[config.mk]
export PLATFORM = sky130hd
export DESIGN_NAME = uinst_sequencer
export DESIGN_NICKNAME = d
export VERILOG_FILES = /design/src/rtl/uinst_sequencer.sv
export SDC_FILE = /design/constraint.sdc
export NUM_CORES = 1
export LEC_CHECK = 0
export CAP_MARGIN = 20
export CORE_MARGIN = 2
export CORE_UTILIZATION = 30
export CTS_CLUSTER_DIAMETER = 40
export DETAILED_ROUTE_END_ITERATION = 10
export GPL_ROUTABILITY_DRIVEN = 0
export PLACE_DENSITY = 0.67
export SYNTH_ARGS = -nofsm -noshare
export SYNTH_HDL_FRONTEND = slang
export SYNTH_SLANG_ARGS = --single-unit
[constraint.sdc]
create_clock -name clk -period 1.7 [get_ports clk]
set_clock_uncertainty 0.05 [all_clocks]
set_input_delay 0.34 -clock clk [delete_from_list [all_inputs] [get_ports clk]]
set_output_delay 0.34 -clock clk [all_outputs]
set_load 0.02 [all_outputs]
[src/rtl/uinst_sequencer.sv]
`timescale 1ns/1ps
// Expands micro-instructions popped from a tag-gated FIFO into per-beat datapath commands.
// Latency: one cycle from FIFO pop to first beat valid; consecutive uinsts issue with no bubble.
// Backpressure: out_ready low holds the current beat stable and blocks further FIFO pops.
module uinst_sequencer #(
  parameter int DW    = 64,
  parameter int OPW   = 4,
  parameter int ADDRW = 9,
  parameter int CNTW  = 8,
  parameter int NTAGW = 5
) (
  input  logic             clk,
  input  logic             rst,
  input  logic             fifo_rd_ok,
  input  logic [DW-1:0]    fifo_rd_data,
  output logic             fifo_rd_en,
  output logic             out_valid,
  input  logic             out_ready,
  output logic [OPW-1:0]   out_op,
  output logic [ADDRW-1:0] out_addr,
  output logic [NTAGW-1:0] out_tag,
  output logic             out_last,
  output logic [NTAGW-1:0] current_tag,
  output logic             tag_done,
  output logic             busy
);

  // Number of low bits of a FIFO word that carry uinst fields; the rest are don't-care.
  localparam int LAYOUTW = OPW + ADDRW + CNTW + NTAGW + 1;

  // uinst field layout, MSB first in the declaration so op lands at bit 0.
  typedef struct packed {
    logic             tag_last;
    logic [NTAGW-1:0] tag;
    logic [CNTW-1:0]  cnt;
    logic [ADDRW-1:0] addr;
    logic [OPW-1:0]   op;
  } uinst_t;

  typedef enum logic [0:0] {
    IDLE = 1'b0,
    RUN  = 1'b1
  } state_t;

  state_t          state;
  logic [CNTW-1:0] rem;         // beats remaining after the one on the output
  logic            tag_last_q;  // loaded uinst closes a tag group
  uinst_t          head;
  logic            beat_acc;
  logic            load_slot;

  generate
    if (LAYOUTW > DW) begin : g_layout_check
      $error("uinst_sequencer: uinst fields do not fit in DW");
    end
    if (DW > LAYOUTW) begin : g_spare_bits
      // Upper FIFO word bits carry nothing for this block.
      logic unused_spare;
      assign unused_spare = ^fifo_rd_data[DW-1:LAYOUTW];
    end
  endgenerate

  assign head = fifo_rd_data[LAYOUTW-1:0];

  // Reset is not a handshake: no beat is consumed while rst is high.
  assign beat_acc = out_valid && out_ready && !rst;

  // A new uinst may enter when nothing is loaded or the final beat is leaving this cycle.
  assign load_slot = (state == IDLE) || (beat_acc && out_last);

  // Pop only into a free slot, and never during reset.
  assign fifo_rd_en = fifo_rd_ok && load_slot && !rst;

  assign busy = (state == RUN) || out_valid;

  // Sequencer FSM: load uinsts, step address/beat counter on accept, and count completed tag groups.
  always_ff @(posedge clk) begin
    if (rst) begin
      state       <= IDLE;
      out_valid   <= 1'b0;
      out_op      <= '0;
      out_addr    <= '0;
      out_tag     <= '0;
      out_last    <= 1'b0;
      rem         <= '0;
      tag_last_q  <= 1'b0;
      current_tag <= '0;
      tag_done    <= 1'b0;
    end else begin
      tag_done <= 1'b0;

      // The final beat of a group-closing uinst retires one tag group.
      if (beat_acc && out_last && tag_last_q) begin
        current_tag <= current_tag + 1'b1;
        tag_done    <= 1'b1;
      end

      if (fifo_rd_en) begin
        // Load takes priority: covers both IDLE and the back-to-back case on the last beat.
        state      <= RUN;
        out_valid  <= 1'b1;
        out_op     <= head.op;
        out_addr   <= head.addr;
        out_tag    <= head.tag;
        out_last   <= (head.cnt == '0);
        rem        <= head.cnt;
        tag_last_q <= head.tag_last;
      end else if (beat_acc) begin
        if (!out_last) begin
          // Address wraps naturally at the field width.
          out_addr <= out_addr + 1'b1;
          rem      <= rem - 1'b1;
          out_last <= (rem == CNTW'(1));
        end else begin
          state     <= IDLE;
          out_valid <= 1'b0;
          out_last  <= 1'b0;
        end
      end
    end
  end

endmodule

* Word-level counts from Yosys, hierarchy flattened
Index checks and enable logic that the tools add are counted. Widths: inputs -> output; s select.
Storage, ports and cells: register bits 35, bits in latches 0, memory bits (writable) 0, ROM bits 0, input port bits 68, memories kept 0
Operators by class: add/subtract/negate cells 3, multiply operators 0, divide/modulo/power cells 0, magnitude comparators 0, eq/ne operators 2, shift-type cells 0, multiplexer cells 13, bitwise gates (word level) 1, reduce and logical (&&, ||, !) cells 13
Operators by type and width (number):
- $mux 9 | 3
- $mux 8 | 3
- $add 9x1->9 const B | 1
- $eq 8x1->1 const B | 1
- $logic_not 8->1 | 1
- $sub 8x1->8 const B | 1
- $mux 1 | 7
- $logic_and 1x1->1 | 6
- $add 5x1->5 const B | 1
- $reduce_and 2->1 | 2
- $reduce_bool 2->1 | 2
- $ne 2x2->1 const B | 1
- $logic_not 1->1 | 1
- $logic_or 1x1->1 | 1
- $not 1->1 | 1

* Logic depth before layout (Yosys ltp)
word-level depth 8, gate-level depth with buffers 6, depth with buffers taken out 5

* Worst setup path before layout
Ideal clock, no wire load.
path type register to register, from reg state, to reg rem[7], arrival 1.522 ns, required time 1.580 ns, slack 0.058 ns, cell stages (with the launch flop) 6, buffers on the path 1, period minus slack after synthesis 1.642 ns, path through dfxtp_1 > buf_2 > a21o_1 > inv_1 > a311o_1 > a21oi_1
Between the ends: longest elaborated chain between the ends 8, elaborated cells between the ends (all ways) 11
Ends and longest elaborated chain:
- start: declaration | line 45 | state_t state;
- start signal: assignment | line 79 | state <= IDLE;
- start signal: assignment | line 100 | state <= RUN;
- start signal: assignment | line 115 | state <= IDLE;
- $logic_and 1x1->1 (3 in a row)
- $logic_or 1x1->1 (*) | line 69 | assign load_slot = (state == IDLE) || (beat_acc && out_last);
- $logic_and 1x1->1 (*) (2 in a row) | line 72 | assign fifo_rd_en = fifo_rd_ok && load_slot && !rst;
- named net fifo_rd_en | line 16 | output logic fifo_rd_en,
- $ne 2x2->1 (no line) or $reduce_bool 2->1 (tied branches)
- $reduce_and 2->1 (no line)
- end signal: assignment | line 106 | rem <= head.cnt;
- end signal: assignment | line 112 | rem <= rem - 1'b1;
- end: declaration | line 46 | logic [CNTW-1:0] rem;
The timed path passes the listed nets; every way through them passes the cells marked *. A chain may end at the register's enable or synchronous reset.

* Worst setup path in the final report
from reg out_addr[8], to out out_addr[8]
RTL lines:
- start: declaration | line 20 | output logic [ADDRW-1:0] out_addr,
- start signal: assignment | line 103 | out_addr <= head.addr;
- start signal: assignment | line 111 | out_addr <= out_addr + 1'b1;
No word-level cell between the ends.

==> impl_metrics.csv <==
group,metric,value,unit
routing,drc_errors,0,
logic_synthesis,synth_fp_nets,275,
routing,wl_per_cell,13.7,µm
routing,first_iter_violations,140,
logic_synthesis,synth_top_cell_by_area,"dfxtp_1",
hold_path,whs_path_depth,2,
clocking,clock_latency,0.28,ns
cells_and_area,final_cell_area,2720,µm²
global_route,grt_max_degree,22,
critical_path,crit_family,"buffers and inverters",
critical_path,slowest_delay,0.62,ns
power,powerDensity,758,nW/µm²
cells_and_area,final_common_cell,"clkdlybuf4s50_1",
critical_path,critPathKind,"flop to output port",
clocking,htreeDepth,2,
global_route,grt_pass1_vias,1643,
critical_path,reg2reg_from,"rem[2]",
timing,slew_headroom,71.7,%
clocking,cts.clk_slew.worst_paths,0.06,ns
cells_and_area,n_antenna_cell,0,
die,die_h,79.1,µm
routing,viasPerCell,4.94,
placed_design,dpl_cell_area,2470,µm²
placed_design,hpwlAfterDp,3.26,mm
timing,setup_ws,0.0635,ns
critical_path,rr_worst_depth,4,
flow_run,drv_cap,0,
critical_path,cpMaxStageDelayCell,"clkdlybuf4s50_1",
logic_synthesis,ys_seq_elements,35,
cells_and_area,final_layout_size_suffix_gt1_share,17.8,%
die,ios,96,
routing,ant_nets,0,
timing,min_period_over_period,96.3,%
global_route,grt_use_total,15.7,%
die,core_region_area,5470,µm²
logic_synthesis,synthDistinctLibCells,41,
clocking,cts_root_buffer,"clkbuf_8",
critical_path,reg2reg_slack,0.09,ns
timing,setup_violations,0,
routing,routed_wirelength,4.85,mm
die,rows,27,
logic_synthesis,synth_area_per_cell,8.33,µm²
timing,rsz0062_at_grt,"no",
global_route,grt_first_pass_wirelength,7.67,mm
hold_path,min_to,"out_tag[3]",
clocking,cts.sinks,35,
power,peakVddDrop,303,µV
cells_and_area,final_cell_mix,"clkdlybuf4s50_1, dfxtp_1, nand2_1",
global_route,overflow,0,
critical_path,startpoint_type,"flop",
die,dieArea,6260,µm²
run_status,status,"finished clean",
cells_and_area,syn2layout_area_growth,61.0,%
logic_synthesis,netlist_instances,203,
global_route,antenna_found_initial,0,
cells_and_area,nets,353,
logic_synthesis,synth_flop_cell,"dfxtp_1",
timing,period_needed,1.64,ns
hold_path,hold_class,"flop to flop",
routing,drtPass1Iterations,4,
critical_path,crit_path_max_fanout,2,
cells_and_area,fin_util,49.8,%
placed_design,place_ws,-0.474,ns
timing,worstMarginPinSlew,0.420,ns
timing,drv_slew,0,
die,start_util,30.9,%
timing,final-hold-violation-count,0,
logic_synthesis,synth-seq-area-share,41.4,%
logic_synthesis,synth_top_cell_area_share,41.4,%
routing,dr_total_vias,1743,
die,die_x,79.1,µm
power,p_leak,1.16,nW
critical_path,cp_num_buf_inv,1,
critical_path,r2r-end,"rem[6]",
critical_path,cp_data_arrival_time,1.25,ns
hold_path,hold_start,"out_tag[3]",
critical_path,path_cells,"clkdlybuf4s50_1",
placed_design,portBuffers,58,
logic_synthesis,synthTopCellsByArea,"dfxtp_1, a21oi_1, nand2_1, nor2_1, xnor2_1",
clocking,clockBufferDepth,2,
timing,holdWs,0.406,ns
critical_path,worstPathRequired,1.31,ns
clocking,cts_tree,"yes",
clocking,numCtsBuffers,5,
logic_synthesis,synth_async_sr_flop_share,0,%
logic_synthesis,yosys_warnings,0,
critical_path,worstSetupEndpointType,"output port",
timing,max_freq,611,MHz
logic_synthesis,synth_area,1690,µm²
logic_synthesis,synth_edf_count,0,
==> synth_stat cells (3+ instances only) <==
| library cell | count |
|---|---|
| inv_1 | 5 |
| nand2_1 | 29 |
| clkbuf_1 | 4 |
| a2bb2oi_1 | 3 |
| buf_2 | 5 |
| a211oi_1 | 3 |
| o21ai_0 | 7 |
| ha_1 | 4 |
| dfxtp_1 | 35 |
| nor2_1 | 22 |
| nor3_1 | 5 |
| nor4_1 | 6 |
| xnor2_1 | 8 |
| a22oi_1 | 5 |
| a21oi_1 | 25 |
| nand3_1 | 6 |
==> per-layer routing <==
metal / routed length (µm) / global-route usage, % / vias to the layer above
li1: - / - / 880
met1: 2220 / 19.8 / 800
met2: 2350 / 25.0 / 59
met3: 222 / 4.32 / 4
met4: 46 / 6.90 / 0
met5: 0 / 0 / -
==> report_power, final <==
part	internal, W	switching [W]
Sequential	0.000864	0.0000390
Clock	0.000429	0.000283
Combinational	0.000238	0.000211
Total	0.00153	0.000533
==> stage by stage <==
stage | setup TNS, ns | std cells | total power [W]
floorplan | 0 | 203 | 0.00112
global placement | -7.45 | 341 | 0.00133
detailed placement | -7.94 | 341 | 0.00133
CTS | 0 | 349 | 0.00205
global route | 0 | 353 | 0.00216
finish | 0 | 353 | 0.00206
==> how the worst max path moves through the flow <==
stage,from,endpoint,slack (ns),depth (start not counted)
after global placement,out_ready,fifo_rd_en,-0.48,5
after detailed placement,out_ready,fifo_rd_en,-0.47,5
after floorplan,state,rem[7],0.06,5
after CTS,rst,out_addr[1],0.0007,8
after global routing,out_addr[8],out_addr[8],0.01,1
final,out_addr[8],out_addr[8],0.06,1
==> sequential cells by signal (all words and copies together) (netlist names) <==
register     cells
out_addr         9
rem              8
current_tag      5
out_tag          5
out_op           4
out_last         1
state            1
tag_done         1
tag_last_q       1
==> timing repair <==
action,CTS,global route
endpoints found under the setup margin,28,20
hold buffers,0,0
resized for setup,27,15
setup buffers,0,2
gates cloned,1,2
pin swaps,4,5
==> cells by family (layout without fill, tap and decap cells) <==
kind of cell / Yosys count / after routing / synth area share (%)
simple gates: 81 / 81 / 23.8
compound gates: 58 / 58 / 22.9
flops: 35 / 35 / 41.4
buf+inv: 16 / 94 / 4.14
xor+xnor: 8 / 8 / 4.14
fa+ha+maj: 4 / 4 / 2.96
mux: 1 / 1 / 0.592
==> layout make-up <==
class	count	area, µm²
Timing Repair Buffer	82	807
Fill cell	525	2750
Tap cell	72	90.1
Inverter	5	18.8
Clock buffer	6	72.6
Multi-Input combinational cell	152	1000
Sequential cell	35	702
Clock inverter	1	30.0
(Power assumes the default switching activity.)
